## config.mk

```make
export PLATFORM = sky130hd
export DESIGN_NAME = uart_boot_loader
export DESIGN_NICKNAME = d
export VERILOG_FILES = /design/src/rtl/boot_pkg.sv /design/src/rtl/boot_byte_shifter.sv /design/src/rtl/uart_boot_loader.sv
export SDC_FILE = /design/constraint.sdc
export NUM_CORES = 1
export LEC_CHECK = 0
export ABC_AREA = 1
export CORE_MARGIN = 2
export CORE_UTILIZATION = 30
export DETAILED_ROUTE_END_ITERATION = 10
export PLACE_DENSITY = 0.46
export SLEW_MARGIN = 20
export SYNTH_ARGS = -nofsm -noshare
export SYNTH_HDL_FRONTEND = slang
export SYNTH_HIERARCHICAL = 1
export SYNTH_SLANG_ARGS = --single-unit
```

## constraint.sdc

```tcl
create_clock -name clk -period 2.74 [get_ports clk]
set_input_delay 0.411 -clock clk [delete_from_list [all_inputs] [get_ports clk]]
set_output_delay 0.411 -clock clk [all_outputs]
set_load 0.02 [all_outputs]
```

## src/rtl/boot_pkg.sv

```systemverilog
// Shared types and field geometry for the UART boot loader.
// No logic; constants only.
// Field lengths are in bytes and drive the byte-shifter index compares.
package boot_pkg;

    typedef enum logic [2:0] {
        ST_IDLE,
        ST_ADDR,
        ST_CNT,
        ST_DATA,
        ST_WRITE,
        ST_CSUM,
        ST_DONE,
        ST_ERR
    } boot_state_e;

    localparam logic [7:0] MAGIC_DEF  = 8'hA5;
    localparam int         ADDR_BYTES = 4;
    localparam int         CNT_BYTES  = 2;
    localparam int         WORD_BYTES = 4;

endpackage

```

## src/rtl/boot_byte_shifter.sv

```systemverilog
// Little-endian byte assembler: byte k of a field lands in word[8k+7:8k].
// Zero latency: word shows the incoming byte merged in the same cycle.
// No backpressure; the caller gates en with its own accept condition.
module boot_byte_shifter (
    input  logic        clk,
    input  logic        rst,
    input  logic        clr,
    input  logic        en,
    input  logic [7:0]  byte_dat,
    output logic [1:0]  idx,
    output logic [31:0] word
);

    logic [1:0]  idx_q, idx_d;
    logic [31:0] word_q, word_d;

    always_comb begin
        idx_d  = idx_q;
        word_d = word_q;
        if (en) begin
            word_d[idx_q*8 +: 8] = byte_dat;
            idx_d                = idx_q + 2'd1;
        end
        // Clearing wins so the last byte of a field can also restart the index.
        if (clr) begin
            idx_d = 2'd0;
        end
    end

    always_ff @(posedge clk) begin
        if (rst) begin
            idx_q  <= 2'd0;
            word_q <= '0;
        end else begin
            idx_q  <= idx_d;
            word_q <= word_d;
        end
    end

    assign idx  = idx_q;
    assign word = word_d;

endmodule

```

## src/rtl/uart_boot_loader.sv

```systemverilog
// Parses a framed image from the UART byte stream and writes it to memory as 32-bit words.
// Latency: bus write requested the cycle after the 4th data byte; done/err one cycle after the checksum.
// Backpressure: rx_ready drops while a write waits for bus_gnt; stalls never count toward the timeout.
module uart_boot_loader
    import boot_pkg::*;
#(
    parameter logic [7:0] MAGIC       = MAGIC_DEF,
    parameter int          CNT_W       = 16,
    parameter int          TIMEOUT_CYC = 1000000
) (
    input  logic        clk,
    input  logic        rst,
    input  logic        rx_valid,
    input  logic [7:0]  rx_data,
    output logic        rx_ready,
    input  logic        bus_gnt,
    output logic        bus_en,
    output logic        bus_rdwr,
    output logic [31:0] bus_addr,
    output logic [31:0] bus_wr_data,
    output logic [3:0]  bus_mask,
    output logic        cpu_hold,
    output logic        load_done,
    output logic        load_err
);

    localparam int               TMO_W     = $clog2(TIMEOUT_CYC);
    localparam logic [TMO_W-1:0] TMO_LAST  = TMO_W'(TIMEOUT_CYC - 1);
    localparam logic [1:0]       ADDR_LAST = 2'(ADDR_BYTES - 1);
    localparam logic [1:0]       CNT_LAST  = 2'(CNT_BYTES - 1);
    localparam logic [1:0]       WORD_LAST = 2'(WORD_BYTES - 1);

    boot_state_e      state_q, state_d;
    logic [31:0]      addr_q, addr_d;
    logic [31:0]      wdata_q, wdata_d;
    logic [CNT_W-1:0] cnt_q, cnt_d;
    logic [7:0]       csum_q, csum_d;
    logic [TMO_W-1:0] tmo_q, tmo_d;
    logic             err_q, err_d;

    logic        accept;
    logic        sh_en;
    logic        sh_clr;
    logic [1:0]  sh_idx;
    logic [31:0] sh_word;

    assign rx_ready = state_q inside {ST_IDLE, ST_ADDR, ST_CNT, ST_DATA, ST_CSUM};
    assign accept   = rx_valid & rx_ready;

    boot_byte_shifter u_shifter (
        .clk      (clk),
        .rst      (rst),
        .clr      (sh_clr),
        .en       (sh_en),
        .byte_dat (rx_data),
        .idx      (sh_idx),
        .word     (sh_word)
    );

    always_comb begin
        state_d = state_q;
        addr_d  = addr_q;
        wdata_d = wdata_q;
        cnt_d   = cnt_q;
        csum_d  = csum_q;
        tmo_d   = tmo_q;
        err_d   = err_q;
        bus_en  = 1'b0;
        sh_en   = 1'b0;
        sh_clr  = 1'b0;

        // Idle-gap timer runs only while waiting on the UART inside a frame.
        if (state_q inside {ST_ADDR, ST_CNT, ST_DATA, ST_CSUM}) begin
            if (accept) begin
                tmo_d = '0;
            end else if (tmo_q == TMO_LAST) begin
                state_d = ST_ERR;
            end else begin
                tmo_d = tmo_q + TMO_W'(1);
            end
        end else if (state_q != ST_WRITE) begin
            tmo_d = '0;
        end

        if (accept && (state_q inside {ST_ADDR, ST_CNT, ST_DATA})) begin
            sh_en  = 1'b1;
            csum_d = csum_q ^ rx_data;
        end

        case (state_q)
            ST_IDLE: begin
                sh_clr = 1'b1;
                if (accept && (rx_data == MAGIC)) begin
                    err_d   = 1'b0;
                    csum_d  = '0;
                    state_d = ST_ADDR;
                end
            end
            ST_ADDR: begin
                if (accept && (sh_idx == ADDR_LAST)) begin
                    sh_clr  = 1'b1;
                    addr_d  = sh_word;
                    state_d = (sh_word[1:0] != 2'b00) ? ST_ERR : ST_CNT;
                end
            end
            ST_CNT: begin
                if (accept && (sh_idx == CNT_LAST)) begin
                    sh_clr  = 1'b1;
                    cnt_d   = sh_word[CNT_W-1:0];
                    state_d = (sh_word[CNT_W-1:0] == '0) ? ST_CSUM : ST_DATA;
                end
            end
            ST_DATA: begin
                if (accept && (sh_idx == WORD_LAST)) begin
                    sh_clr  = 1'b1;
                    wdata_d = sh_word;
                    state_d = ST_WRITE;
                end
            end
            ST_WRITE: begin
                bus_en = 1'b1;
                if (bus_gnt) begin
                    addr_d  = addr_q + 32'd4;
                    cnt_d   = cnt_q - CNT_W'(1);
                    state_d = (cnt_q == CNT_W'(1)) ? ST_CSUM : ST_DATA;
                end
            end
            ST_CSUM: begin
                if (accept) begin
                    state_d = (rx_data == csum_q) ? ST_DONE : ST_ERR;
                end
            end
            ST_DONE: state_d = ST_IDLE;
            ST_ERR:  state_d = ST_IDLE;
            default: state_d = ST_IDLE;
        endcase

        if (state_d == ST_ERR) begin
            err_d = 1'b1;
        end
    end

    always_ff @(posedge clk) begin
        if (rst) begin
            state_q <= ST_IDLE;
            addr_q  <= '0;
            wdata_q <= '0;
            cnt_q   <= '0;
            csum_q  <= '0;
            tmo_q   <= '0;
            err_q   <= 1'b0;
        end else begin
            state_q <= state_d;
            addr_q  <= addr_d;
            wdata_q <= wdata_d;
            cnt_q   <= cnt_d;
            csum_q  <= csum_d;
            tmo_q   <= tmo_d;
            err_q   <= err_d;
        end
    end

    assign bus_rdwr    = bus_en;
    assign bus_mask    = {4{bus_en}};
    assign bus_addr    = addr_q;
    assign bus_wr_data = wdata_q;
    assign cpu_hold    = state_q inside {ST_ADDR, ST_CNT, ST_DATA, ST_WRITE, ST_CSUM};
    assign load_done   = (state_q == ST_DONE);
    assign load_err    = err_q;

endmodule

```

==> out/qor.yml, run 1 <==
clock_tree:
  cts.sink_count: 146
  htree_levels: 4
  hold_buffers: 0
  cts_max_path_buffers: 2
  cts_buffers: 17
  clk_latency_ps: 440
  cts_root_buf: "clkbuf_16"
  clk_pin_slew_ps: 70
  tritoncts: "built"
pwr:
  pwr-share-comb: 0.022
  power_frac_clock: 0.518
  p_int_mw: 3.39
  p_leak_nw: 4.09
  power.density_nw_per_um2: 458
  seqPwrFrac: 0.460
  peakVddDrop_v: 0.000323
  switching_share: 0.264
  switching_power_mw: 1.22
routing:
  wl_mm: 25.7
  vias_per_cell: 4.72
  detail-route-antenna-nets: 0
  vias: 8121
  wl_per_cell_um: 14.9
  drc_errors: 0
  drt-pass1-iter-count: 5
  drtIter0Drc: 498
run:
  maxCapViolations: 0
critical_path:
  critical_path_peak_fanout: 13
  crit_path_end_kind: "primary output"
  reg2reg_to: "load_err"
  critPathKind: "flop to primary output"
  cp-start-kind: "flop"
  r2r_cells: 18
  arrival_ps: 2170
  r2r_slack_ps: 400
  timing.rr.start: "state_q[2]"
  critical_path_required_ps: 2330
worst_hold_path:
  hp-start: "rst"
  hold_path_class: "primary input to flop"
  hold_depth: 3
  hold_end: "bus_addr[1]"
yosys:
  yosysSeqAreaShare: 0.364
  syn_inst: 1266
  yosysWarnings: 6
  synth_edf_count: 0
  ys_ff_latch: 146
  async_flop_share: 0
  synthFlopType: "dfxtp_1"
  synthSimpleGateAreaFrac: 0.368
  synth_xor_area_frac: 0.0240
  synthAdderAreaFrac: 0.0140
  synth-compound-area-share: 0.142
  syn_area_um2: 8030
  synth_mux_area_frac: 0.00125
  syn-num-nets: 1287
  syn_area_per_cell_um2: 6.35
  synth_top_family_by_area: "simple AND/OR/NAND/NOR gates"
  synth.distinct_cells: 40
sta:
  setup_viol: 0
  fin_crit_ps: 2580
  final_hold_viol_count: 0
  rsz0062_at_grt: "no"
  timing.final.crit_share: 0.942
  drv_slew: 0
  max_freq_mhz: 387
  setup_slack_ps: 159
  tns_ps: 0
  fin_worst_skew_ps: 12.0
  worst_pin_slew_ps: 537
  maxSlewHeadroom: 0.639
global_route:
  grt_overflow: 0
  grt_first_pass_wirelength_mm: 41.9
  grt_use_total: 0.188
  grt_pass1_vias: 7699
  grt_start_max_net_pins: 41
  antenna_found_initial: 0
floorplan:
  row_count: 59
  core_um2: 26200
  die_width_um: 168
  fp.dieH_um: 168
  die-area_um2: 28100
  initial_core_util: 0.307
  num_io_pins: 86
placed_design:
  port-buffer-count: 85
  place_congestion: 0.873
  dp_hpwl_mm: 19.6
  dpl_cell_area_um2: 9450
  dpl_worst_slack_ps: 12.0
outcome:
  status: "finished, final reports clean"
layout:
  finish.utilization: 0.384
  antenna_cells: 0
  fillers: 2825
  layout_common_cells: "339 x nand2_1, 212 x nor2_1, 146 x dfxtp_1"
  syn_to_final_growth_pct: 25.3
  fin_area_um2: 10100
  drive_gt1_frac: 0.0903
  nets: 1392
  final_common_cell: "nand2_1"
## cell type report
class / count / area (µm²) / area share
clock buffers: 17 / 425 / 0.0423
clock inverters: 15 / 185 / 0.0184
inverters: 128 / 480 / 0.0477
multi-input cells: 946 / 4420 / 0.439
flip-flops and latches: 146 / 2920 / 0.290
well taps: 335 / 419 / 0.0417
repair buffers: 132 / 1210 / 0.120
## per-layer routing
layer  vias up  share of wire  track usage
li1       4285              -            -
met1      3643           0.50        0.265
met2       174           0.45        0.302
met3        19          0.039       0.0298
met4         0          0.011       0.0427
met5         -              0            0
## cells in the mapped netlist, types with 3 or more instances
cell type | instances | area share
o21ai_1 | 16 | 0.010
dfxtp_1 | 146 | 0.36
a211oi_1 | 4 | 0.0037
buf_2 | 13 | 0.0081
buf_1 | 5 | 0.0023
inv_2 | 7 | 0.0033
a21oi_1 | 92 | 0.057
nor2_2 | 3 | 0.0023
nand3b_1 | 7 | 0.0065
nand2_4 | 3 | 0.0042
nor2_4 | 5 | 0.0070
clkbuf_1 | 21 | 0.0098
nand2_1 | 339 | 0.16
xor2_1 | 20 | 0.022
a31oi_1 | 14 | 0.011
nor3_1 | 30 | 0.019
ha_1 | 9 | 0.014
nand2_2 | 4 | 0.0031
nand4_1 | 12 | 0.0093
inv_1 | 120 | 0.056
nand3_1 | 64 | 0.040
nor2_1 | 213 | 0.10
o211ai_1 | 7 | 0.0065
o21ai_0 | 73 | 0.045
buf_4 | 6 | 0.0056
a21oi_2 | 3 | 0.0033
or2_2 | 14 | 0.011
## worst max-delay path, stage by stage (launching register included)
cell and delay, ps:
dfxtp_1 600, nand2_2 280, inv_2 220, clkdlybuf4s50_1 630
## worst max-delay path by stage
| stage | start | to | slack (ps) | depth (start not counted) |
|---|---|---|---|---|
| floorplan | state_q[2] | load_err | 230 | 19 |
| global placement | rx_valid | load_err | 9 | 19 |
| detailed placement | rx_valid | load_err | 10 | 19 |
| CTS | state_q[0] | bus_mask[3] | 100 | 4 |
| global route | state_q[2] | bus_mask[1] | 2 | 3 |
| finish | state_q[2] | bus_mask[3] | 160 | 3 |
## power groups by stage
stage                     Clock [mW]  Combinational [mW]  Sequential [mW]
after detailed placement           0               0.102             2.17
final                           2.39               0.101             2.12
after floorplan                    0              0.0488             2.17
after global routing            2.54               0.113             2.12
after CTS                       2.45               0.102             2.12
after global placement             0               0.103             2.17
## timing repair
item                       CTS  global route
resized for setup            0             1
setup endpoints to repair    0             6
buffers inserted             0             0
## per-stage QoR
step | cells | hold slack (ps) | power (mW)
after CTS | 1719 | 467 | 4.68
after global routing | 1719 | 477 | 4.77
after floorplan | 1266 | 451 | 2.22
after global placement | 1687 | 459 | 2.27
final | 1719 | 465 | 4.61
after detailed placement | 1687 | 464 | 2.27
## cell families after synthesis
logic type      after synthesis
mux                           1
xor+xnor                     22
fa+ha+maj                     9
compound gates              213
simple gates                701
flops                       146
buf+inv                     174
## flip-flops by register name (all words and copies together), names as in the netlist
| signal | count |
|---|---|
| u_shifter/word_q | 32 |
| state_q | 3 |
| csum_q | 8 |
| bus_addr | 32 |
| bus_wr_data | 32 |
| cnt_q | 16 |
| load_err | 1 |
| tmo_q | 20 |
| u_shifter/idx | 2 |
No activity file was read; power rests on OpenSTA's default activity.
==> run 2: changes to the inputs <==
==> constraint.sdc (replaced) <==
create_clock -name clk -period 2.74 [get_ports clk]
set_input_delay 0.822 -clock clk [delete_from_list [all_inputs] [get_ports clk]]
set_output_delay 0.822 -clock clk [all_outputs]
set_load 0.02 [all_outputs]
==> run 2 against run 1 <==
Compared with the run above:
- maximum frequency fell by 1.3%
- clock power barely moved
- register-to-register slack improved by 70 ps
- via count rose by 3.4%
- non-clock buffer count is 68 higher
- critical path depth is 1 higher
- first-iteration DRC count shrank 3.0%
- highest routed layer unchanged
- sequential share of layout area decreased by 1.5 points
- sequential power is essentially flat
==> out/qor.yml, run 2 (same netlist as run 1, synthesis figures left out) <==
critical_path:
  reg2reg_to: "load_err"
  slowest_stage: "clkdlybuf4s50_1"
  critical_path_peak_fanout: 6
  cp_top_family: "buffers and inverters"
  arrival_ps: 1790
  cpPeakStageDelay_ps: 620
  timing.rr.start: "state_q[0]"
  critPathKind: "flop to primary output"
  crit_chain: "buf_4 -> nand2_1 -> nor2_1 -> clkdlybuf4s50_1"
  r2r_cells: 19
  cp-start-kind: "flop"
  critPathBufInv: 2
  critical_path_required_ps: 1920
  crit_path_end_kind: "primary output"
  r2r_slack_ps: 470
global_route:
  antenna_found_initial: 0
  grt_pass1_vias: 7879
  grt_use_total: 0.189
  grt_first_pass_wirelength_mm: 42.2
  grt_overflow: 0
  grt_start_max_net_pins: 49
routing:
  drt-pass1-iter-count: 5
  wl_per_cell_um: 14.7
  top_layer_used: "met4"
  wl_mm: 26.2
  wl_met1_mm: 13.2
  wl_met2_mm: 11.9
  met3_length_um: 878
  vias_per_cell: 4.70
  drc_errors: 0
  vias: 8400
  detail-route-antenna-nets: 0
  drtIter0Drc: 483
sta:
  timing.final.crit_share: 0.954
  rsz0062_at_grt: "yes"
  fin_worst_skew_ps: 13.6
  tns_ps: 0
  hold_slack_ps: 473
  setup_viol: 0
  worst_pin_slew_ps: 538
  final_hold_viol_count: 0
  setup_slack_ps: 126
  drv_slew: 0
  max_freq_mhz: 383
  maxSlewHeadroom: 0.641
  fin_crit_ps: 2610
placed_design:
  dpl_worst_slack_ps: -395
  place_congestion: 0.877
  port-buffer-count: 85
  dp_hpwl_mm: 19.8
pwr:
  peakVddDrop_v: 0.000340
  power.density_nw_per_um2: 438
  p_leak_nw: 4.48
  power.total_mw: 4.65
clock_tree:
  cts_max_path_buffers: 2
  clk_pin_slew_ps: 70
  cts.sink_count: 146
  cts_root_buf: "clkbuf_16"
  tritoncts: "built"
  htree_levels: 4
  clk_latency_ps: 440
  hold_buffers: 0
  cts_buffers: 17
layout:
  syn_to_final_growth_pct: 32.2
  antenna_cells: 0
  nets: 1460
  layout_common_cells: "336 x nand2_1, 210 x nor2_1, 145 x dfxtp_1"
  drive_gt1_frac: 0.137
  final_common_cell: "nand2_1"
outcome:
  status: "finished, final reports clean"
floorplan:
  die-area_um2: 28100
  core_um2: 26200
  row_count: 59
  initial_core_util: 0.307
  num_io_pins: 86
  die_width_um: 168
  fp.dieH_um: 168
worst_hold_path:
  hold_depth: 2
  hp-start: "u_shifter/word_q[16]"
  hold_end: "u_shifter/word_q[16]"
  hold_path_class: "flop to flop"
run:
  maxCapViolations: 0
## run 2: cell types whose count changed in the layout (fill, tap and decap cells not counted), moves of 2 or more
cell | before | now
nor2_1 | 212 | 210
dlygate4sd2_1 | 0 | 7
nand2_1 | 339 | 336
buf_12 | 1 | 3
clkdlybuf4s50_1 | 84 | 77
buf_4 | 46 | 111
nand2_4 | 3 | 5
clkinv_4 | 1 | 3
## run 2: per-layer routing
layer	global-route usage	vias up
met2	0.305	169
li1	-	4403
met3	0.0272	20
met1	0.268	3808
met4	0.0427	0
met5	0	-
## run 2: cell type report
class | count | area (µm²)
inverters | 128 | 480
multi-input cells | 946 | 4450
fillers | 2839 | 15600
repair buffers | 200 | 1740
well taps | 335 | 419
clock buffers | 17 | 425
clock inverters | 15 | 181
flip-flops and latches | 146 | 2920
## run 2: how the worst max path moves through the flow
stage | start | end | slack [ps] | cells past startpoint
3_5_place_dp | rx_valid | load_err | -390 | 19
3_3_place_gp | rx_valid | load_err | -400 | 19
2_1_floorplan | rx_valid | load_err | 30 | 19
5_1_grt | rx_valid | load_err | -100 | 20
6_report | state_q[2] | load_done | 130 | 4
4_1_cts | state_q[2] | load_done | 8 | 4
## run 2: worst min-delay path, stage by stage (launching register included)
cell and delay [ps]:
dfxtp_1 300, nand2_1 70, a21oi_1 60
## run 2: report_power, final
part	internal, mW	leakage, nW	switching, mW	total [mW]
combinational	0.0412	3.00	0.0696	0.111
sequential	2.12	1.18	0.000162	2.12
clock	1.24	0.296	1.18	2.42
total	3.40	4.48	1.25	4.65
## run 2: repair_timing
item,CTS,global route
endpoints found under the setup margin,7,6
pin swaps,0,5
resized for setup,8,12
buffers inserted,0,4
## run 2: per-stage QoR
step           std cells   util  instance area (µm²)
2_1_floorplan       1266      -                 8040
3_3_place_gp        1751  0.379                 9940
3_5_place_dp        1751  0.379                 9940
4_1_cts             1783  0.402                10500
5_1_grt             1787  0.405                10600
6_report            1787  0.405                10600
